## config.mk

```make
export PLATFORM = sky130hd
export DESIGN_NAME = fwd_hazard_unit
export DESIGN_NICKNAME = d
export VERILOG_FILES = /design/src/rtl/pipe_pkg.sv /design/src/rtl/src_match.sv /design/src/rtl/fwd_hazard_unit.sv
export SDC_FILE = /design/constraint.sdc
export NUM_CORES = 1
export LEC_CHECK = 0
export ABC_AREA = 1
export CAP_MARGIN = 20
export CELL_PAD_IN_SITES_DETAIL_PLACEMENT = 0
export CELL_PAD_IN_SITES_GLOBAL_PLACEMENT = 2
export CORE_MARGIN = 2
export CORE_UTILIZATION = 26
export CTS_CLUSTER_DIAMETER = 40
export CTS_CLUSTER_SIZE = 20
export DETAILED_ROUTE_END_ITERATION = 12
export GPL_TIMING_DRIVEN = 0
export MAX_ROUTING_LAYER = met4
export PLACE_DENSITY = 0.82
export SETUP_SLACK_MARGIN = 0.15
export SYNTH_ARGS = -nofsm -noshare
export SYNTH_HDL_FRONTEND = slang
export SYNTH_SLANG_ARGS = --single-unit
```

## constraint.sdc

```tcl
create_clock -name clock -period 3.33 [get_ports clock]
set_clock_uncertainty 0.05 [all_clocks]
set_input_delay 0.8325 -clock clock [delete_from_list [all_inputs] [get_ports clock]]
set_output_delay 0.8325 -clock clock [all_outputs]
set_load 0.05 [all_outputs]
```

## src/rtl/pipe_pkg.sv

```systemverilog
`default_nettype none
// ============================================================================
// pipe_pkg : shared forwarding-select and hazard-FSM encodings
// Rev 1.0
// ============================================================================
package pipe_pkg;

   localparam logic [1:0] FWD_EXMEM = 2'b00;
   localparam logic [1:0] FWD_MEMWB = 2'b01;
   localparam logic [1:0] FWD_RF    = 2'b10;

   typedef enum logic {
      ST_RUN  = 1'b0,
      ST_HOLD = 1'b1
   } hz_state_t;

   function automatic logic [1:0] max2(input logic [1:0] a, input logic [1:0] b);
      return (a > b) ? a : b;
   endfunction

endpackage
`default_nettype wire

```

## src/rtl/src_match.sv

```systemverilog
`default_nettype none
// ============================================================================
// src_match : compares one ID source operand against EX/MEM/WB destinations
// Rev 1.0
// ============================================================================
module src_match #(
   parameter int REG_AW = 5
) (
   input  logic [REG_AW-1:0] i_src,
   input  logic              i_used,
   input  logic [REG_AW-1:0] i_ex_wa,
   input  logic              i_ex_we,
   input  logic [REG_AW-1:0] i_mem_wa,
   input  logic              i_mem_we,
   input  logic [REG_AW-1:0] i_wb_wa,
   input  logic              i_wb_we,
   output logic              o_ex_hit,
   output logic              o_mem_hit,
   output logic              o_wb_hit
);

   logic w_live;

   // Register 0 is hardwired, so it can never carry a hazard or a bypass.
   assign w_live    = i_used && (|i_src);
   assign o_ex_hit  = w_live && i_ex_we  && (i_ex_wa  == i_src);
   assign o_mem_hit = w_live && i_mem_we && (i_mem_wa == i_src);
   assign o_wb_hit  = w_live && i_wb_we  && (i_wb_wa  == i_src);

endmodule
`default_nettype wire

```

## src/rtl/fwd_hazard_unit.sv

```systemverilog
`default_nettype none
// ============================================================================
// fwd_hazard_unit : operand forwarding select, WB->ID bypass and stall control
// Rev 1.0
// ============================================================================
module fwd_hazard_unit
   import pipe_pkg::*;
#(
   parameter int REG_AW  = 5,
   parameter int NUM_SRC = 2,
   parameter int CNT_W   = 16
) (
   input  logic                      clock,
   input  logic                      reset,
   input  logic                      id_valid,
   input  logic [NUM_SRC*REG_AW-1:0] id_src,
   input  logic [NUM_SRC-1:0]        id_src_used,
   input  logic                      id_branch,
   input  logic [REG_AW-1:0]         ex_wa,
   input  logic [REG_AW-1:0]         mem_wa,
   input  logic [REG_AW-1:0]         wb_wa,
   input  logic                      ex_we,
   input  logic                      mem_we,
   input  logic                      wb_we,
   input  logic                      ex_load,
   input  logic                      mem_load,
   output logic [2*NUM_SRC-1:0]      fwd_sel,
   output logic [NUM_SRC-1:0]        id_bypass,
   output logic                      stall,
   output logic                      flush_ex,
   output logic [CNT_W-1:0]          stall_count
);

   logic [NUM_SRC-1:0]   w_ex_hit;
   logic [NUM_SRC-1:0]   w_mem_hit;
   logic [NUM_SRC-1:0]   w_wb_hit;
   logic [1:0]           w_req;
   logic                 w_stall;
   hz_state_t            r_state;
   logic [1:0]           r_rem;
   logic [2*NUM_SRC-1:0] r_fwd_sel;
   logic [CNT_W-1:0]     r_stall_count;

   generate
      for (genvar gi = 0; gi < NUM_SRC; gi++) begin : g_src
         src_match #(.REG_AW(REG_AW)) u_match (
            .i_src     (id_src[gi*REG_AW +: REG_AW]),
            .i_used    (id_src_used[gi]),
            .i_ex_wa   (ex_wa),
            .i_ex_we   (ex_we),
            .i_mem_wa  (mem_wa),
            .i_mem_we  (mem_we),
            .i_wb_wa   (wb_wa),
            .i_wb_we   (wb_we),
            .o_ex_hit  (w_ex_hit[gi]),
            .o_mem_hit (w_mem_hit[gi]),
            .o_wb_hit  (w_wb_hit[gi])
         );
      end
   endgenerate

   // Worst-case stall demand across every operand and hazard rule.
   always_comb begin
      w_req = 2'd0;
      for (int i = 0; i < NUM_SRC; i++) begin
         if (w_ex_hit[i] && ex_load && id_valid)
            w_req = max2(w_req, 2'd1);
         if (w_ex_hit[i] && id_branch)
            w_req = max2(w_req, ex_load ? 2'd2 : 2'd1);
         if (w_mem_hit[i] && id_branch && mem_load)
            w_req = max2(w_req, 2'd1);
      end
   end

   assign w_stall   = (r_state == ST_HOLD) || (w_req != 2'd0);
   assign stall     = w_stall && !reset;
   assign flush_ex  = stall;
   assign id_bypass = w_wb_hit;

   always_ff @(posedge clock or posedge reset) begin
      if (reset) begin
         r_state <= ST_RUN;
         r_rem   <= 2'd0;
      end else begin
         case (r_state)
            ST_RUN: begin
               if (w_req == 2'd2) begin
                  r_state <= ST_HOLD;
                  r_rem   <= 2'd1;
               end
            end
            ST_HOLD: begin
               if (r_rem <= 2'd1) begin
                  r_state <= ST_RUN;
                  r_rem   <= 2'd0;
               end else begin
                  r_rem   <= r_rem - 2'd1;
               end
            end
            default: begin
               r_state <= ST_RUN;
               r_rem   <= 2'd0;
            end
         endcase
      end
   end

   // A bubble or an invalid ID slot reads nothing, so it forwards from the register file.
   always_ff @(posedge clock or posedge reset) begin
      if (reset) begin
         r_fwd_sel <= {NUM_SRC{FWD_RF}};
      end else begin
         for (int i = 0; i < NUM_SRC; i++) begin
            if (w_stall || !id_valid)
               r_fwd_sel[2*i +: 2] <= FWD_RF;
            else if (w_ex_hit[i])
               r_fwd_sel[2*i +: 2] <= FWD_EXMEM;
            else if (w_mem_hit[i])
               r_fwd_sel[2*i +: 2] <= FWD_MEMWB;
            else
               r_fwd_sel[2*i +: 2] <= FWD_RF;
         end
      end
   end

   always_ff @(posedge clock or posedge reset) begin
      if (reset)
         r_stall_count <= '0;
      else if (w_stall && (r_stall_count != {CNT_W{1'b1}}))
         r_stall_count <= r_stall_count + {{(CNT_W-1){1'b0}}, 1'b1};
   end

   assign fwd_sel     = r_fwd_sel;
   assign stall_count = r_stall_count;

endmodule
`default_nettype wire

```

; Yosys cells after proc, flatten, opt, wreduce, memory -nomap -nowiden
; Index checks and enable logic that the tools add are counted.
[op_classes]
order_cmp = 6
n_mux = 24
n_reduce_logical = 33
add_sub_neg = 2
n_eq_ne = 9
n_bitwise = 1
[op_table]
columns = op, n
row1 = $mux 2, 19
row2 = $eq 5x5->1, 6
row3 = $logic_and 1x1->1, 26
row4 = $add 16x1->16 const B, 1
row5 = $ne 16x16->1 const B, 1
row6 = $reduce_or 5->1, 2
row7 = $gt 2x1->1 const B, 3
row8 = $gt 2x2->1, 2
row9 = $pmux 2 s2, 1
row10 = $mux 1, 3
row11 = $eq 2x2->1 const B, 1
row12 = $le 2x1->1 const B, 1
row13 = $logic_not 1->1, 2
row14 = $logic_or 1x1->1, 2
row15 = $ne 2x2->1 const B, 1
row16 = $pmux 1 s2, 1
row17 = $reduce_bool 2->1, 1
row18 = $sub 2x1->2 const B, 1
row19 = $not 1->1, 1
[word_totals]
input_bits = 36
out_inout_bits = 24
word_cells = 79
regBits = 23

; Depth between registers and ports, before layout
; Gate-level depths: netlist of run 1.
[logic_depth]
depth_word = 26
mapped_depth = 17
mapped_depth_nobuf = 16

; Cells and area by module
; From an unflattened synthesis of run 1, not the netlist that was laid out.
[unflattened]
hier_cells = 338
area_unflattened_um2 = 1935.6
[by_module_without_submodules]
columns = module, seq_area_each_um2, instances, cells_per_inst, area_per_inst_um2
row1 = fwd_hazard_unit, 578.1, 1, 176, 1302.5
row2 = src_match, 0.0, 2, 81, 316.6

; Worst setup path after synthesis of run 1
; No wires, ideal clock.
[synth_path]
kind = input to output
start = input port id_src[3]
end = output port stall
stages = 12
arrival_time_ns = 2.692
required_time_ns = 2.447
path_buffers = 1
path_slack_ns = -0.245
cell_sequence = inv_1 nand2_1 nand2_1 nand2_1 nor2_1 nand3_2 nand2_2 nand2_1 nor2_1 nor2_1 a21oi_1 buf_4
[synth_via]
elab_chain_cells = 25
word_cells_on_any_way = 32
classes_between = order compare: 5 / eq/ne: 2 / mux: 11 / reduce/logical: 14
[synth_rtl]
columns = item, line
row1 = from (decl), fwd_hazard_unit.sv:16  ; input logic [NUM_SRC*REG_AW-1:0] id_src,
row2 = $reduce_or 5->1, src_match.sv:25  ; assign w_live = i_used && (|i_src);
row3 = $logic_and 1x1->1, src_match.sv:25
row4 = $logic_and 1x1->1 (2 in a row), src_match.sv:26  ; assign o_ex_hit = w_live && i_ex_we && (i_ex_wa == i_src);
row5 = $logic_and 1x1->1 (2 in a row), fwd_hazard_unit.sv:66  ; if (w_ex_hit[i] && ex_load && id_valid)
row6 = $mux 1, fwd_hazard_unit.sv:66
row7 = $gt 2x2->1, pipe_pkg.sv:18  ; return (a > b) ? a : b;
row8 = $mux 2, pipe_pkg.sv:18
row9 = $mux 2, fwd_hazard_unit.sv:68  ; if (w_ex_hit[i] && id_branch)
row10 = (+7 left out), --
row11 = $mux 2, pipe_pkg.sv:18
row12 = $mux 2 (*), fwd_hazard_unit.sv:68
row13 = $gt 2x1->1, pipe_pkg.sv:18
row14 = $mux 2, pipe_pkg.sv:18
row15 = $mux 2 (*), fwd_hazard_unit.sv:70  ; if (w_mem_hit[i] && id_branch && mem_load)
row16 = $reduce_bool 2->1 (*), fwd_hazard_unit.sv:75  ; assign w_stall = (r_state == ST_HOLD) || (w_req != 2'd0);
row17 = $logic_or 1x1->1 (*), fwd_hazard_unit.sv:75
row18 = $logic_and 1x1->1 (*), fwd_hazard_unit.sv:76  ; assign stall = w_stall && !reset;
row19 = to (decl), fwd_hazard_unit.sv:29  ; output logic stall,
; Every way passes the cells marked *; elsewhere a longest branch is shown, timed or not.

; Worst setup path after layout of run 1
[layout_path]
start = input port mem_wa[4]
end = output port stall
[layout_via]
elab_chain_cells = 17
word_cells_on_any_way = 21
classes_between = order compare: 3 / eq/ne: 2 / mux: 7 / reduce/logical: 9
[layout_rtl]
columns = item, line
row1 = from (decl), fwd_hazard_unit.sv:20  ; input logic [REG_AW-1:0] mem_wa,
row2 = $eq 5x5->1, src_match.sv:27  ; assign o_mem_hit = w_live && i_mem_we && (i_mem_wa == i_src);
row3 = $logic_and 1x1->1, src_match.sv:27
row4 = $logic_and 1x1->1 (2 in a row), fwd_hazard_unit.sv:70
row5 = $mux 2, fwd_hazard_unit.sv:70
row6 = $gt 2x1->1, pipe_pkg.sv:18
row7 = $mux 2, pipe_pkg.sv:18
row8 = $mux 2, fwd_hazard_unit.sv:66
row9 = $gt 2x2->1, pipe_pkg.sv:18
row10 = $mux 2, pipe_pkg.sv:18
row11 = $mux 2, fwd_hazard_unit.sv:68
row12 = $gt 2x1->1, pipe_pkg.sv:18
row13 = $mux 2, pipe_pkg.sv:18
row14 = $mux 2 (*), fwd_hazard_unit.sv:70
row15 = $reduce_bool 2->1 (*), fwd_hazard_unit.sv:75
row16 = $logic_or 1x1->1 (*), fwd_hazard_unit.sv:75
row17 = $logic_and 1x1->1 (*), fwd_hazard_unit.sv:76
; Marked as above.

==> results of run 1 <==
[sequential cells by signal (all words and copies together) (netlist names)]
register,flops
r_rem,2
stall_count,16
r_state,1
fwd_sel,4
[what timing repair did]
action,in CTS,in global routing
pin swaps,19,18
setup buffers,4,3
hold endpoints to repair,0,0
gates resized for setup,79,50
endpoints found under the setup margin,4,4
[cells by family after synthesis]
group                      Yosys count  synth area share, %
AOI/OAI and AO/OA                   11                 3.90
xor gates and xnor gates            29                 13.9
adders and majority gates            1                0.685
buffers and inverters               39                 10.3
DFF                                 23                 31.6
muxes                                1                0.616
and+or+nand+nor                    161                 38.9
[power by group]
group	switching, uW	internal (uW)	total, uW
sequential	23.2	298	321
combinational	159	105	264
clock	101	83.8	185
[through the flow]
stage	std cells	util, %	worst slack (ns)	TNS [ns]
2_1_floorplan	265	-	0.272	0
3_3_place_gp	420	37.5	-1.05	-2.99
3_5_place_dp	420	37.5	-1.04	-2.85
4_1_cts	428	39.3	0.0796	0
5_1_grt	431	39.2	0.0924	0
6_report	431	39.2	0.210	0
[final cells by class]
class	count	share of cell area (%)
multi-input cells	203	43.6
plain buffers	7	2.73
repair buffers	66	21.2
clock inverters	1	0.188
inverters	32	4.51
well taps	96	4.51
clock buffers	3	1.55
flip-flops and latches	23	21.7
[how the worst min path moves through the flow]
stage	startpoint	end	slack, ns
detailed placement	stall_count[15]	stall_count[15]	0.44
floorplan	r_rem[1]	r_state	0.41
global placement	stall_count[15]	stall_count[15]	0.43
finish	stall_count[15]	stall_count[15]	0.46
CTS	stall_count[15]	stall_count[15]	0.46
global route	stall_count[15]	stall_count[15]	0.50
[metal layers]
metal	part of all wire [%]	vias up	wire length, um	global-route usage, %
met5	0	-	0	-
met4	0.58	0	31	2.38
met3	2.9	2	152	2.17
met2	48	39	2580	25.6
met1	48	844	2570	19.0
li1	-	974	-	-
[placed cells by master, fill, tap and decap left out, types with 3 or more instances in the layout]
cell type,synthesis,layout
clkbuf_8,0,3
buf_4,4,12
dfrtp_1,21,21
clkdlybuf4s50_1,0,31
inv_1,30,22
nor2_1,21,15
nand2_1,91,87
nand3_2,2,4
xnor2_1,17,16
nor2_2,0,4
nand3_1,28,26
xor2_1,12,11
o21ai_0,3,3
nand4_1,5,5
inv_2,2,10
buf_6,1,3
nor3_1,3,3
dlygate4sd2_1,0,4
buf_2,0,8
clkbuf_2,0,8
a21oi_2,1,3
nand2_2,4,8
[worst reg2reg max path: cells and delay by family, from the launching register on]
family | cells | cell delay, ns
buf+inv | 2 | 0.36
flops | 1 | 0.43
simple gates | 5 | 0.81
fa+ha+maj | 1 | 0.25
==> metrics.yaml, run 1 <==
outcome:
  outcome: "completed"
setup_path:
  path_buf_inv: 3
  critPathSlowestCell: "dlygate4sd2_1"
  startpoint: "mem_wa[4]"
  cpMostUsedCell: "nand2_1"
  r2r_slack_ns: 1.36
  critPathCapture: "stall"
  cp.depth: 9
  cpLargestDelayFamily: "simple AND/OR/NAND/NOR gates"
  path_cells: "dlygate4sd2_1, xor2_1, nor4_4, nand2_1, nand2_1, nand2_2, a21oi_4, buf_6, buf_8"
  cp.arrival_ns: 2.24
  worstPathMaxFanout: 2
  reg2reg_depth: 8
  cp.required_ns: 2.45
  end_kind: "output port"
  crit_type: "in2out"
  cp_slowest_stage_delay_ns: 0.28
  start_kind: "primary input"
  r2r_end: "stall_count[8]"
  reg2reg_from: "stall_count[0]"
sta:
  worst_pin_slew_ns: 0.903
  clock.fmax_mhz: 320
  slew_viol_final: 0
  hold_ws_ns: 0.456
  fin_crit_sh_pct: 93.7
  period_minus_slack_ns: 3.12
  rsz0062_at_grt: "true"
  hold_viol: 0
  relSlewSlack_pct: 39.7
  setup_viol: 0
cells_and_area:
  seqCellArea_sq_um: 578
  nets: 373
  diodes: 0
  num-fill-cells: 738
  area_growth_syn_to_layout_pct: 45.8
  final_cell_area_sq_um: 2660
  drive_above_1_share_pct: 24.2
  multiInputGateArea_sq_um: 1160
die:
  die-area_sq_um: 7710
  ios: 60
  die_height_um: 87.8
  die_x_um: 87.8
  core_sq_um: 6790
  start_util_pct: 26.9
  num_rows: 30
power:
  ir_drop_v: 0.000109
  total_power_uw: 770
  power_density_nw_per_um2: 289
  leakagePower_uw: 0.00128
placed_design:
  hpwl_um: 4220
  numPortBuffers: 59
  post_dp_cell_area_sq_um: 2550
  finalWeightedCongestion: 0.882
min_path:
  min_path_cells: 2
  hold_class: "reg2reg"
synthesis:
  synth_flop_cell: "dfrtp_1"
  ys_async_sr_fraction_pct: 100
  yosysUniqueCellTypes: 28
  synthTopCellsByArea: "dfrtp_1, nand2_1, xnor2_1"
  ys_seq_area_share_pct: 31.6
  avgSynthCellArea_sq_um: 6.89
  synth.top_cells.by_count: "nand2_1, inv_1, nand3_1"
  synth-edff-count: 0
  yosys.area.top_type: "dfrtp_1"
  syn_area_sq_um: 1830
  ys_seq_elements: 23
  ys_warn_count: 0
  yosysMostFrequentCell: "nand2_1"
  yosysTopAreaCellShare_pct: 28.8
  synth_fp_nets: 302
  postSynthCellCount: 265
clock_tree:
  clk_pin_slew_worst_paths_ns: 0.10
  cts_hold_buffers: 0
  cts_sinks: 23
  cts_buffer_depth: 2
  cts_tree: "yes"
  cts-root-buf: "clkbuf_8"
  h-tree-depth: 1
  cts_buffers: 3
  clk_latency_ns: 0.28
global_routing:
  grt_overflow_total: 0
  grt_max_degree: 24
  grt_pass1_vias: 1924
  antenna_found_initial: 0
  grt_pass1_wl_um: 8780
  grt_usage_pct: 15.0
run:
  maxCapViolCount: 0
detailed_routing:
  drt_first_pass_iters: 4
  wirelength_um: 5330
  ant_nets: 0
  drc_errors: 0
  vias: 1859
  detail_route.vias_per_cell: 4.31
  wire_per_inst_um: 12.4
  drtIter0Drc: 96
Power figures use the tool's default switching activity.
==> inputs of run 2 (changes only) <==
--- a/config.mk
+++ b/config.mk
@@ -9,7 +9,6 @@
 export CAP_MARGIN = 20
 export CELL_PAD_IN_SITES_DETAIL_PLACEMENT = 0
 export CELL_PAD_IN_SITES_GLOBAL_PLACEMENT = 2
-export CORE_MARGIN = 2
 export CORE_UTILIZATION = 26
 export CTS_CLUSTER_DIAMETER = 40
 export CTS_CLUSTER_SIZE = 20
==> run 2 against run 1 <==
Net effect: the run now ends with DRC left; flip-flop and latch count did not move; worst setup slack gained 0.043 ns; clock power decreased by 5%; via count grew 2.0%; total power fell by 1.9%; routed wire length down 3.0%.
==> metrics.yaml, run 2 (same netlist as run 1, synthesis figures left out) <==
detailed_routing:
  drc_errors: 1
  drt_first_pass_iters: 8
  detail_route.vias_per_cell: 4.39
  wirelength_um: 5170
  drtIter0Drc: 77
  wire_per_inst_um: 12.0
  ant_nets: 0
  vias: 1896
global_routing:
  grt_usage_pct: 15.8
  grt_max_degree: 24
  grt_pass1_wl_um: 9010
  grt_pass1_vias: 1921
  grt_overflow_total: 0
  antenna_found_initial: 0
sta:
  fin_crit_sh_pct: 92.4
  setup_slack_ns: 0.253
  setup_viol: 0
  hold_viol: 0
  worst_pin_slew_ns: 0.892
  slew_viol_final: 0
  tns_ns: 0
  period_minus_slack_ns: 3.08
  rsz0062_at_grt: "true"
  relSlewSlack_pct: 40.5
  hold_ws_ns: 0.455
  clock.fmax_mhz: 325
setup_path:
  reg2reg_from: "stall_count[0]"
  crit_type: "in2out"
  reg2reg_depth: 8
  startpoint: "mem_wa[4]"
  cp.required_ns: 2.45
  worstPathMaxFanout: 2
  end_kind: "output port"
  cp.arrival_ns: 2.19
  start_kind: "primary input"
  r2r_end: "stall_count[8]"
  r2r_slack_ns: 1.39
cells_and_area:
  nets: 374
  final_common_cell: "nand2_1"
  largest_register_ffs: 16
  drive_above_1_share_pct: 23.2
  num-fill-cells: 755
  diodes: 0
  area_growth_syn_to_layout_pct: 44.6
  final_cell_mix: "nand2_1, clkdlybuf4s50_1, nand3_1, inv_1, dfrtp_1"
die:
  ios: 60
  start_util_pct: 26.9
  die_height_um: 85.8
  die_x_um: 85.8
  die-area_sq_um: 7370
  num_rows: 30
  core_sq_um: 6790
placed_design:
  post-place-ws_ns: -1.01
  numPortBuffers: 59
  finalWeightedCongestion: 0.888
  hpwl_um: 4210
clock_tree:
  cts_buffer_depth: 2
  cts-root-buf: "clkbuf_8"
  clk_pin_slew_worst_paths_ns: 0.09
  cts_tree: "yes"
  cts_buffers: 3
  h-tree-depth: 1
  clk_latency_ns: 0.27
  cts_sinks: 23
min_path:
  hold_end: "stall_count[15]"
  min_path_cells: 2
  hold_class: "reg2reg"
  min-delay-start: "stall_count[15]"
outcome:
  violations: "DRC"
  outcome: "finished, violations left"
power:
  ir_drop_v: 0.000175
  leakagePower_uw: 0.00127
  power_density_nw_per_um2: 286
run:
  maxCapViolCount: 0
-- run 2: what timing repair did --
item / 4_1_cts / 5_1_grt
gates resized for setup: 73 / 46
cloned: 0 / 0
endpoints found under the setup margin: 4 / 4
pin swaps: 17 / 19
setup buffers: 6 / 2
hold buffers: 0 / 0
-- run 2: cell type report --
cell class	count	area [sq um]	share of cell area (%)
Sequential cell	23	578	21.9
Tap cell	96	120	4.55
Timing Repair Buffer	67	573	21.7
Buffer	7	72.6	2.75
Inverter	32	120	4.55
Multi-Input combinational cell	203	1130	42.9
Clock buffer	4	45.0	1.71
-- run 2: worst max path at each step --
stage | to | slack, ns | depth (start not counted)
after detailed placement | stall | -1.01 | 11
after global placement | stall | -1.03 | 11
after floorplan | stall | 0.27 | 12
after global routing | stall | 0.12 | 11
after CTS | stall | 0.08 | 14
final | stall | 0.25 | 9
-- run 2: power breakdown --
part           leakage (uW)  switching, uW  internal, uW  total (uW)
clock             0.0000228           90.7          85.4         176
combinational      0.000939            155           102         257
sequential         0.000310           24.6           298         323
-- run 2: critical path, stage by stage --
cell           delay [ns]
dlygate4sd2_1        0.27
xor2_1               0.17
nor4_4               0.25
nand2_1              0.10
nand2_1              0.09
nand2_2              0.08
a21oi_4              0.15
buf_6                0.12
buf_8                0.13
-- run 2: per-stage QoR --
stage	utilization, %	power [uW]	instance area, sq um	cells
5_1_grt	38.9	797	2640	432
2_1_floorplan	-	474	1840	265
6_report	38.9	756	2640	432
3_3_place_gp	37.5	586	2550	420
3_5_place_dp	37.5	588	2550	420
4_1_cts	39.1	764	2660	430
-- run 2: routing by layer --
metal / global-route usage [%] / vias to the layer above / routed length [um]
li1: - / 977 / -
met1: 19.2 / 871 / 2380
met2: 28.5 / 44 / 2600
met3: 2.41 / 4 / 163
met4: 1.82 / 0 / 21
met5: - / - / 0
==> edit: new RTL, flow settings as in run 2 <==
Set the parameter `NUM_SRC` to 4 (it was 2).
--- a/src/rtl/fwd_hazard_unit.sv
+++ b/src/rtl/fwd_hazard_unit.sv
@@ -9,3 +9,3 @@
    parameter int REG_AW  = 5,
-   parameter int NUM_SRC = 2,
+   parameter int NUM_SRC = 4,
    parameter int CNT_W   = 16
Ports: changed (resized fwd_sel, id_bypass, id_src and id_src_used); port bits go from 60 to 78. The function was not compared with the original's and may differ.
==> edit against run 2 <==
Sequential cell count rose by 4; routed wire length rose by 77%; design area rose by 60%; count of clock-buffer cells in the layout did not move; area after synthesis rose by 40%; worst setup slack got worse by 230 ps; power rose by 42%; synthesized cell count rose by 54%; largest power group is now combinational logic.
==> edit: results <==
set metrics [dict create \
    outcome "finished clean" \
    crit_fanout 4 \
    cts_resized 197 \
    min_from "r_rem[0]$_DFFE_PP0P_" \
    synth_fp_nets 458 \
    grt_max_degree 28 \
    reg2reg_depth 9 \
    yosys-top-cells-area "dfrtp_1 22%, nand2_1 19%, nand3_1 8.4%, inv_1 7.9%, xor2_1 7.2%" \
    gr-usage-all-layers 0.186 \
    internal-power_mw 0.637 \
    num_vias 3087 \
    grt_pass1_wl_um 14500 \
    synth_top_area_frac 0.224 \
    p_leak_nw 2.07 \
    routedWlPerCell_um 13.5 \
    pre_cts_ws_ps -1220 \
    holdPathEnd "r_rem[0]$_DFFE_PP0P_" \
    postSynthCellCount 409 \
    seq_area_frac_synth 0.265 \
    synth_compound_area_frac 0.0693 \
    fillers 980 \
    postCtsSetupRepairBufs 57 \
    crit_path_top_delay_cell "clkdlybuf4s50_1" \
    synthMuxAreaShare 0 \
    drive_gt1_frac 0.346 \
    vias_per_cell 4.55 \
    synth-xor-area-share 0.126 \
]
-- edit: cell count changes after synthesis, moves of 3 or more --
cell	run 2	this run
nand2_1	91	133
inv_1	30	54
nand3_1	28	43
nor2_1	21	35
nor3_1	3	7
xor2_1	12	21
nor4_1	3	6
o21ai_0	3	14
a21oi_1	3	12
buf_2	0	4
-- edit: layout make-up --
class,count,area share
timing repair buffer,136,0.289
multi-input combinational,312,0.422
sequential,27,0.161
buffer,13,0.0267
clock buffer,4,0.0107
tap,129,0.0383
inverter,57,0.0519
-- edit: cell families (layout without fill, tap and decap cells) --
logic type / after synthesis / after routing
fa+ha+maj: 1 / 1
buf+inv: 70 / 210
compound gates: 32 / 32
flops: 27 / 27
simple gates: 242 / 242
xor+xnor: 37 / 37
-- edit: through the flow --
stage	total power, mW	util	area (um^2)	hold slack, ps
2_1_floorplan	0.670	-	2590	396
3_3_place_gp	0.848	0.370	3480	423
3_5_place_dp	0.851	0.370	3480	426
4_1_cts	1.06	0.419	3940	443
5_1_grt	1.15	0.448	4220	482
6_report	1.07	0.448	4220	440
-- edit: power groups by stage --
| stage | Combinational [mW] | Clock [mW] | Sequential (mW) |
|---|---|---|---|
| final | 0.488 | 0.187 | 0.397 |
| after global routing | 0.539 | 0.209 | 0.405 |
| after CTS | 0.458 | 0.198 | 0.399 |
| after detailed placement | 0.445 | 0 | 0.405 |
| after global placement | 0.444 | 0 | 0.404 |
| after floorplan | 0.184 | 0 | 0.486 |
-- edit: layer usage --
layer | vias up | global-route usage | share of wire
li1 | 1572 | - | -
met3 | 18 | 0.0104 | 0.036
met4 | 0 | 0.0424 | 0.019
met5 | - | - | 0
met2 | 97 | 0.338 | 0.51
met1 | 1400 | 0.225 | 0.43
